--- src/rtl/mcu_subsys_pkg.sv ---
// Shared types and constants for the MCU subsystem copy engine.
package mcu_subsys_pkg;

    typedef enum logic [2:0] {
        IDLE,
        RD,
        WR,
        ABORT,
        DONE
    } dma_state_t;

    localparam logic [3:0]  WSTRB_RD   = 4'h0;
    localparam logic [3:0]  WSTRB_WORD = 4'hF;
    localparam logic [31:0] WORD_BYTES = 32'd4;

endpackage

--- src/rtl/mcu_subsys_bus_watchdog.sv ---
// Stall watchdog: flags a bus request that has waited TIMEOUT cycles for ready.
// Implemented as a down-counter that reloads whenever the bus is not stalled.
// TIMEOUT = 0 disables the watchdog entirely.
module mcu_subsys_bus_watchdog #(
    parameter int TIMEOUT = 255
) (
    input  logic clk,
    input  logic rst,
    input  logic valid,
    input  logic ready,
    output logic expired
);

    localparam int CW     = (TIMEOUT > 2) ? $clog2(TIMEOUT) : 1;
    localparam int RELOAD = (TIMEOUT > 0) ? TIMEOUT - 1 : 0;

    logic [CW-1:0] remain_q;
    logic          stall;

    assign stall = valid && !ready;

    // Count down once per stalled cycle; any non-stalled cycle reloads.
    always_ff @(posedge clk) begin
        if (rst) begin
            remain_q <= CW'(RELOAD);
        end else if (!stall) begin
            remain_q <= CW'(RELOAD);
        end else if (remain_q != '0) begin
            remain_q <= remain_q - CW'(1);
        end
    end

    // Terminal count: this cycle is the TIMEOUT-th consecutive stall.
    assign expired = (TIMEOUT != 0) && stall && (remain_q == '0);

endmodule

--- src/rtl/mcu_subsys_dma_copy.sv ---
// Word copy engine on the native memory interface: one read then one write per word.
//
// state | meaning
// IDLE  | waiting for start; bus idle
// RD    | read request at src, captures rdata on completion
// WR    | write request at dst with last read word
// ABORT | watchdog fired; bus dropped, err set
// DONE  | one-cycle done pulse, then back to IDLE
module mcu_subsys_dma_copy
    import mcu_subsys_pkg::*;
#(
    parameter int LEN_W   = 16,
    parameter int TIMEOUT = 255
) (
    input  logic             clk,
    input  logic             rst,
    input  logic             start,
    input  logic [31:0]      src_addr,
    input  logic [31:0]      dst_addr,
    input  logic [LEN_W-1:0] len_words,
    output logic             busy,
    output logic             done,
    output logic             err,
    output logic             mem_valid,
    input  logic             mem_ready,
    output logic [31:0]      mem_addr,
    output logic [31:0]      mem_wdata,
    output logic [3:0]       mem_wstrb,
    input  logic [31:0]      mem_rdata
);

    dma_state_t       state_q, state_d;
    logic [31:0]      src_q, dst_q, wdata_q;
    logic [LEN_W-1:0] cnt_q;
    logic             err_q;
    logic             accept;
    logic             expired;

    mcu_subsys_bus_watchdog #(
        .TIMEOUT (TIMEOUT)
    ) u_watchdog (
        .clk     (clk),
        .rst     (rst),
        .valid   (mem_valid),
        .ready   (mem_ready),
        .expired (expired)
    );

    // State register.
    always_ff @(posedge clk) begin
        if (rst) begin
            state_q <= IDLE;
        end else begin
            state_q <= state_d;
        end
    end

    // Next state and bus outputs; request fields come straight from held registers
    // so they stay stable for the whole handshake.
    always_comb begin
        state_d   = state_q;
        accept    = 1'b0;
        mem_valid = 1'b0;
        mem_addr  = '0;
        mem_wstrb = WSTRB_RD;
        done      = 1'b0;
        busy      = (state_q != IDLE);
        case (state_q)
            IDLE: begin
                if (start) begin
                    accept  = 1'b1;
                    state_d = (len_words == '0) ? DONE : RD;
                end
            end
            RD: begin
                mem_valid = 1'b1;
                mem_addr  = src_q;
                if (expired) begin
                    state_d = ABORT;
                end else if (mem_ready) begin
                    state_d = WR;
                end
            end
            WR: begin
                mem_valid = 1'b1;
                mem_addr  = dst_q;
                mem_wstrb = WSTRB_WORD;
                if (expired) begin
                    state_d = ABORT;
                end else if (mem_ready) begin
                    state_d = (cnt_q == LEN_W'(1)) ? DONE : RD;
                end
            end
            ABORT: begin
                state_d = DONE;
            end
            DONE: begin
                done    = 1'b1;
                state_d = IDLE;
            end
            default: begin
                state_d = IDLE;
            end
        endcase
    end

    // Job registers: addresses, remaining count, data buffer and sticky error.
    always_ff @(posedge clk) begin
        if (rst) begin
            src_q   <= '0;
            dst_q   <= '0;
            cnt_q   <= '0;
            wdata_q <= '0;
            err_q   <= 1'b0;
        end else begin
            if (accept) begin
                src_q <= src_addr & 32'hFFFF_FFFC;
                dst_q <= dst_addr & 32'hFFFF_FFFC;
                cnt_q <= len_words;
                err_q <= 1'b0;
            end
            if (expired) begin
                err_q <= 1'b1;
            end
            if (state_q == RD && mem_ready) begin
                wdata_q <= mem_rdata;
            end
            if (state_q == WR && mem_ready) begin
                src_q <= src_q + WORD_BYTES;
                dst_q <= dst_q + WORD_BYTES;
                cnt_q <= cnt_q - LEN_W'(1);
            end
        end
    end

    assign err       = err_q;
    assign mem_wdata = wdata_q;

endmodule

--- config.mk ---
export PLATFORM = sky130hd
export DESIGN_NAME = mcu_subsys_dma_copy
export DESIGN_NICKNAME = d
export VERILOG_FILES = /design/src/rtl/mcu_subsys_pkg.sv /design/src/rtl/mcu_subsys_bus_watchdog.sv /design/src/rtl/mcu_subsys_dma_copy.sv
export SDC_FILE = /design/constraint.sdc
export NUM_CORES = 1
export LEC_CHECK = 0
export CAP_MARGIN = 20
export CELL_PAD_IN_SITES_DETAIL_PLACEMENT = 1
export CELL_PAD_IN_SITES_GLOBAL_PLACEMENT = 1
export CORE_AREA = 2 2 135 137
export DETAILED_ROUTE_END_ITERATION = 16
export DIE_AREA = 0 0 137 139
export GPL_ROUTABILITY_DRIVEN = 0
export PLACE_DENSITY = 0.95
export SYNTH_ARGS = -nofsm -noshare
export SYNTH_HDL_FRONTEND = slang
export SYNTH_SLANG_ARGS = --single-unit
--- constraint.sdc ---
create_clock -name clk -period 3.3 [get_ports clk]
set_clock_uncertainty 0.1 [all_clocks]
set_input_delay 0.33 -clock clk [delete_from_list [all_inputs] [get_ports clk]]
set_output_delay 0.33 -clock clk [all_outputs]
set_load 0.02 [all_outputs]
Yosys cells after proc, flatten, opt, wreduce, memory -nomap -nowiden
Index checks and enable logic that the tools add are counted.
- add/subtract/negate cells: 4
- equal/unequal tests: 8
- muxes and demuxes: 22
- bitwise gates (word level): 1
- reduce and logical (&&, ||, !) cells: 15
- operator list (kind ; number):
    $mux 32 ; 4
    $add 32x3->32 const B ; 2
    $pmux 32 s2 ; 1
    $mux 16 ; 2
    $mux 3 ; 7
    $eq 16x1->1 const B ; 1
    $logic_not 16->1 ; 1
    $sub 16x1->16 const B ; 1
    $pmux 3 s4 ; 1
    $logic_not 8->1 ; 1
    $reduce_bool 8->1 ; 1
    $sub 8x1->8 const B ; 1
    $eq 3x2->1 const B ; 2
    $mux 1 ; 6
    $ne 3x3->1 const B ; 2
    $logic_and 1x1->1 ; 4
    $mux 4 ; 1
    $reduce_bool 2->1 ; 2
    $reduce_or 2->1 ; 2
    $eq 3x1->1 const B ; 1
    $eq 3x3->1 const B ; 1
    $logic_not 3->1 ; 1
    $reduce_and 3->1 ; 1
    $reduce_bool 3->1 ; 1
    3 further kinds ; 3
- register bits after elaboration: 124
- input bits: 116
- output and inout port bits: 72
- word-level logic and storage cells: 57

Longest topological paths before layout
Gate-level depths: netlist (run 1).
- depth after elaboration: 7
- depth in mapped cells: 8
- depth with buffers taken out: 7

By module
A second synthesis (run 1) with hierarchy kept.
- cell total of the unflattened synthesis: 814
- area total of the unflattened synthesis: 6389.9 um2
- by module, submodules not included (module ; times used ; cells each ; area each (um2) ; sequential area each (um2)):
    mcu_subsys_dma_copy ; 1 ; 771 ; 5967.0 ; 2242.2
    mcu_subsys_bus_watchdog ; 1 ; 43 ; 422.9 ; 160.2

Worst setup path after synthesis (run 1)
No wires, ideal clock.
- kind: register to output
- from: register state_q[1]
- to: output port mem_addr[20]
- data arrival time: 1.740 ns
- data required time: 2.870 ns
- path slack: 1.130 ns
- stages on the path, launching flop included: 5
- buffers on the path: 2
- path through: dfxtp_1 > buf_2 > nor3b_1 > clkbuf_1 > a22o_1
- longest elaborated chain between the ends: 2
- elaborated cells between the ends (all ways): 3
- those cells by class: eq/ne (2); mux (1)
- ends and longest elaborated chain (item ; RTL line ; source):
    from (decl) ; mcu_subsys_dma_copy.sv:32 ; dma_state_t state_q, state_d;
    from (signal assigned) ; mcu_subsys_dma_copy.sv:54 ; state_q <= state_d;
    $eq 3x2->1 / $eq 3x1->1 (equally long branches) ; mcu_subsys_dma_copy.sv:68 ; case (state_q)
    $pmux 32 s2 * ; mcu_subsys_dma_copy.sv:68 ;
    to (decl) ; mcu_subsys_dma_copy.sv:26 ; output logic [31:0] mem_addr,
Every way passes the cells marked *; elsewhere a longest branch is shown, timed or not.

Final worst setup path (run 1)
- from: register state_q[0]
- to: output port mem_addr[6]
Same word-level chain as after synthesis.

==> flow_metrics.env, run 1 <==
export IMPL_grt_max_degree=72
export IMPL_antenna_found_initial=1
export IMPL_num_fill_cells=2153
export IMPL_clk_path_buf_depth=2
export IMPL_min_to="err"
export IMPL_synthMuxAreaShare=0.01783
export IMPL_drive_above_1_share=0.07021
export IMPL_antenna_cells=0
export IMPL_synth_area_per_cell_um2=7.686
export IMPL_post_cts_buffers=0
export IMPL_fmax_mhz=317.4
export IMPL_ys_top_cells_by_area="dfxtp_1 38%, nand2_1 8.6%, a21oi_1 6.0%"
export IMPL_die_w_um=137
export IMPL_synth_edff_count=0
export IMPL_track_usage=0.2671
export IMPL_synth_xor_area_frac=0.01097
export IMPL_ys_top_cells_by_count="147 x nand2_1, 120 x dfxtp_1, 77 x a21oi_1"
export IMPL_viasPerCell=5.977
export IMPL_reg2reg_depth=5
export IMPL_timing_rr_start="state_q[1]"
export IMPL_endpoint_kind="primary output"
export IMPL_seqCellArea_mm2=0.002402
export IMPL_finalPower_w=0.005077
export IMPL_synth_compound_area_frac=0.2456
export IMPL_clk_latency_ps=420
export IMPL_synthAdderAreaFrac=0.01175
export IMPL_yosysMostFrequentCell="nand2_1"
export IMPL_synthCells=831
export IMPL_port_buffers=181
export IMPL_worst_path_max_fanout=31
export IMPL_ff2ff_setup_slack_ps=740
export IMPL_synth_async_sr_flop_share=0
export IMPL_min_period_ps=3151
export IMPL_power_density_mw_per_mm2=560.9
export IMPL_stdcell_area_mm2=0.009051
export IMPL_core_area_mm2=0.01766
export IMPL_start_util=0.3617
export IMPL_maxCapViolCount=0
export IMPL_placed_area_mm2=0.008402
export IMPL_area_growth_pct=41.70
export IMPL_synthFlopType="dfxtp_1"
export IMPL_cp_required_ps=2870
export IMPL_cts_tree="done"
export IMPL_holdCritStartpoint="rst"
export IMPL_finalCritPeriodShare=0.9547
export IMPL_synth_top_family_by_area="simple AND/OR/NAND/NOR gates"
export IMPL_min_path_type="primary input to register"
export IMPL_grt_first_pass_wirelength_mm=40.10
export IMPL_holdWs_ps=337.8
export IMPL_wl_per_cell_um=20.55
export IMPL_htreeDepth=4
export IMPL_crit_arrival_ps=2720
export IMPL_ys_warn_count=0
export IMPL_maxSlewViolCount=0
export IMPL_drc=0
export IMPL_dieArea_mm2=0.01904
export IMPL_post_cts_resize_count=0
export IMPL_cp_start_kind="register"
export IMPL_post_dp_hpwl_mm=17.23
export IMPL_vdd_drop_max_uv=462.5
export IMPL_rows=49
export IMPL_pin_count=188
export IMPL_setup_viol=0
export IMPL_p_leak_nw=3.145
export IMPL_dr_total_vias=7328
export IMPL_slew_headroom=0.5078
export IMPL_synth_seq_cells=120
export IMPL_cts_sinks=120
export IMPL_worst_pin_slew_ps=731.6
export IMPL_clkTransAtPathRegs_ps=60
export IMPL_multiInputGateArea_mm2=0.003710
export IMPL_status="finished, final reports clean"
export IMPL_worstSetupPathType="register to primary output"
export IMPL_rsz0062_at_grt="false"
export IMPL_post_place_ws_ps=500.4
export IMPL_fin_ws_ps=149.4
export IMPL_grt_pass1_vias=7429
export IMPL_drt_antenna_violating_nets=0
export IMPL_final_hold_viol_count=0
export IMPL_drt_pass1_iter_count=5
export IMPL_nets=1106
export IMPL_synth_top_cell_area_share=0.3761
export IMPL_ys_seq_area_frac=0.3761
export IMPL_drtIter0Drc=633
export IMPL_cts_root_buf="clkbuf_16"
export IMPL_cts_buffers=17
export IMPL_yosys_area_share_simple=0.2874
export IMPL_hold_depth=2
export IMPL_fin_setup_tns_ps=0
export IMPL_fp_dieH_um=139
export IMPL_grt_overflow=0
export IMPL_yosysTopAreaCell="dfxtp_1"
export IMPL_r2r_end="dst_q[13]"
export IMPL_synth_cell_types=61
export IMPL_wl_mm=25.20
export IMPL_syn_area_mm2=0.006387
export IMPL_ctsHoldBuffers=0
[how the worst max path moves through the flow]
stage / slack [ps] / start / depth (start not counted) / endpoint
5_1_grt: 50 / state_q[0] / 4 / mem_addr[6]
2_1_floorplan: 1130 / state_q[1] / 4 / mem_addr[20]
4_1_cts: 150 / state_q[0] / 4 / mem_addr[6]
3_3_place_gp: 590 / mem_ready / 6 / dst_q[13]
6_report: 150 / state_q[0] / 4 / mem_addr[6]
3_5_place_dp: 500 / mem_ready / 6 / dst_q[15]
[power by group]
group | switching [W] | internal [W] | leakage, nW
combinational | 0.000670 | 0.000527 | 1.86
sequential | 0.000225 | 0.00160 | 0.982
clock | 0.000708 | 0.00134 | 0.307
[final cells by class]
class                           count  area share
Clock buffer                       21     0.05308
Multi-Input combinational cell    635      0.4099
Clock inverter                     11     0.01866
Tap cell                          229     0.03166
Timing Repair Buffer              197      0.2159
Sequential cell                   120      0.2654
Inverter                           13    0.005391
[placed cells by master (no fill, tap or decap), types with 6 or more instances in the layout]
cell type,count
inv_1,13
and2_1,7
nor3_1,23
nor4_1,16
nand2_1,147
nand3_1,34
clkdlybuf4s50_1,180
a2111oi_0,6
mux2i_1,8
a311oi_1,6
a21oi_1,77
nand4_1,24
dfxtp_1,120
o21ai_0,14
or3_1,22
o211ai_1,21
a22o_1,31
buf_4,15
clkbuf_16,17
a22oi_1,8
ha_1,6
a31oi_1,34
nor2_1,61
[through the flow]
step	utilization	std cells
after floorplan	-	832
after global placement	0.4758	1194
after detailed placement	0.4758	1194
after CTS	0.5126	1226
after global routing	0.5126	1226
final	0.5126	1226
[metal layers]
metal	share of wire	up-vias	routed length, µm	track usage
li1	-	3382	-	-
met3	0.060	77	1515	0.04313
met2	0.50	312	12510	0.4465
met5	0.00052	-	13	0
met1	0.41	3555	10220	0.3328
met4	0.037	2	942	0.1248
[state kept, by name, summed over array words and instances, names as in the netlist]
signal and flops:
u_watchdog.remain_q 8, cnt_q 16, src_q 30, mem_wdata 32, dst_q 30, state_q 3
err 1
[critical path: stages, from the launching register on]
cell	delay (ps)
dfxtp_1	690
nor3b_2	470
buf_12	250
a22o_1	240
clkdlybuf4s50_1	630
[cells by family (layout without fill, tap and decap cells)]
family	Yosys count	count (layout)
compound gates	233	233
mux	11	11
fa+ha+maj	6	6
flops	120	120
other cells	1	2
xor+xnor	8	8
simple gates	375	375
buf+inv	77	242
Power figures use the tool's default switching activity.
==> run 2, diff against run 1 <==
CORE_AREA = 2 2 141 143   (was 2 2 135 137)
DIE_AREA = 0 0 143 145   (was 0 0 137 139)
PLACE_DENSITY = 0.9   (was 0.95)
clock period = 2.9 ns   (was 3.3 ns; I/O delays follow)
==> flow_metrics.env, run 2 (synthesis gave the netlist of run 1 again) <==
export IMPL_drt_pass1_iter_count=9
export IMPL_p_leak_nw=3.198
export IMPL_area_growth_pct=43.47
export IMPL_finalPower_w=0.005789
export IMPL_wl_mm=25.43
export IMPL_drtIter0Drc=506
export IMPL_endpoint_kind="primary output"
export IMPL_drt_antenna_violating_nets=0
export IMPL_antenna_cells=0
export IMPL_fin_ws_ps=159.3
export IMPL_ctsHoldBuffers=0
export IMPL_vdd_drop_max_uv=440.9
export IMPL_clk_latency_ps=420
export IMPL_num_fill_cells=2304
export IMPL_drc=0
export IMPL_clk_path_buf_depth=2
export IMPL_worst_path_max_fanout=31
export IMPL_viasPerCell=5.814
export IMPL_post_place_ws_ps=236.3
export IMPL_wl_per_cell_um=20.02
export IMPL_reg2reg_depth=5
export IMPL_final_cell_mix="180 x clkdlybuf4s50_1, 147 x nand2_1, 120 x dfxtp_1"
export IMPL_critPathTopFamily="buffers and inverters"
export IMPL_crit_arrival_ps=2350
export IMPL_swShare=0.3134
export IMPL_largest_register_ffs=32
export IMPL_cp_required_ps=2510
export IMPL_drive_above_1_share=0.07264
export IMPL_cts_buffers=17
export IMPL_track_usage=0.2447
export IMPL_pin_count=188
export IMPL_post_dp_hpwl_mm=17.73
export IMPL_setup_viol=0
export IMPL_post_cts_buffers=0
export IMPL_worstSetupPathType="register to primary output"
export IMPL_dr_total_vias=7384
export IMPL_multiInputGateArea_mm2=0.003710
export IMPL_fp_dieH_um=145
export IMPL_critPathMaxStageDelay_ps=620
export IMPL_path_buf_inv=2
export IMPL_status="finished, final reports clean"
export IMPL_hold_depth=2
export IMPL_cts_tree="done"
export IMPL_min_period_ps=2741
export IMPL_htreeDepth=4
export IMPL_nets=1114
export IMPL_p_sw_w=0.001814
export IMPL_p_int_w=0.003975
export IMPL_fmax_mhz=364.9
export IMPL_fin_setup_tns_ps=0
export IMPL_min_path_type="primary input to register"
export IMPL_crit_chain="nor3b_2, buf_12, a22o_1, clkdlybuf4s50_1"
export IMPL_worst_pin_slew_ps=804.2
export IMPL_post_cts_resize_count=0
export IMPL_mostFrequentLayoutCell="clkdlybuf4s50_1"
export IMPL_maxCapViolCount=0
export IMPL_grt_first_pass_wirelength_mm=39.81
export IMPL_seq_power_share=0.356
export IMPL_clkTransAtPathRegs_ps=50
export IMPL_seqCellArea_mm2=0.002402
export IMPL_finalCritPeriodShare=0.9451
export IMPL_rows=51
export IMPL_clock_power_share=0.397
export IMPL_cts_root_buf="clkbuf_16"
export IMPL_cp_start_kind="register"
export IMPL_power_density_mw_per_mm2=631.7
export IMPL_grt_overflow=0
export IMPL_port_buffers=181
export IMPL_slowest_stage="clkdlybuf4s50_1"
export IMPL_antenna_found_initial=0
export IMPL_cp_depth=4
export IMPL_slew_headroom=0.4589
export IMPL_die_w_um=143
export IMPL_grt_max_degree=61
export IMPL_core_area_mm2=0.01921
export IMPL_grt_pass1_vias=7259
export IMPL_dieArea_mm2=0.02074
export IMPL_combPwrFrac=0.247
export IMPL_maxSlewViolCount=0
export IMPL_start_util=0.3326
export IMPL_rsz0062_at_grt="false"
export IMPL_cts_sinks=120
export IMPL_final_hold_viol_count=0
==> run 2: area by class of cell <==
cell class / count / share of cell area
clock buffers: 22 / 0.04847
clock inverters: 10 / 0.01912
inverters: 13 / 0.005325
multi-input cells: 635 / 0.4048
flip-flops and latches: 120 / 0.2622
well taps: 265 / 0.03618
repair buffers: 205 / 0.2239
==> run 2: power by group through the flow <==
stage               clock network, W  registers (W)  logic (W)
floorplan                          0        0.00204   0.000766
detailed placement                 0        0.00207    0.00141
global placement                   0        0.00206    0.00137
finish                       0.00230        0.00206    0.00143
CTS                          0.00233        0.00205    0.00143
global route                 0.00241        0.00208    0.00154
==> run 2: per-layer routing <==
layer / track usage / part of all wire
met3: 0.04389 / 0.055
met2: 0.4086 / 0.50
met4: 0.08614 / 0.030
met5: 0 / 0
met1: 0.3146 / 0.41
==> run 2: metrics by stage <==
| step | cell area, µm² | hold slack, ps | util | std cells |
|---|---|---|---|---|
| global route | 9164 | 139.0 | 0.4771 | 1270 |
| finish | 9164 | 149.9 | 0.4771 | 1270 |
| floorplan | 6391 | 326.0 | - | 832 |
| CTS | 9164 | 136.0 | 0.4771 | 1270 |
| detailed placement | 8544 | 349.3 | 0.4449 | 1238 |
| global placement | 8544 | 341.1 | 0.4449 | 1238 |
==> run 2: path summary, 6_finish.rpt <==
kind                      start            end  slack, ps
setup / recovery     state_q[2]    mem_addr[6]        160
hold reg to reg   mem_wdata[18]  mem_wdata[18]        350
setup reg to reg     state_q[2]      src_q[21]        500
hold / removal              rst     state_q[1]        150
==> run 2: worst register-to-register path, cell delays in order, from the launching register on <==
cell and delay (ps):
dfxtp_1 460, nand4bb_2 490, nor3_1 510, nand4_1 250, or3_1 360, a31oi_1 160
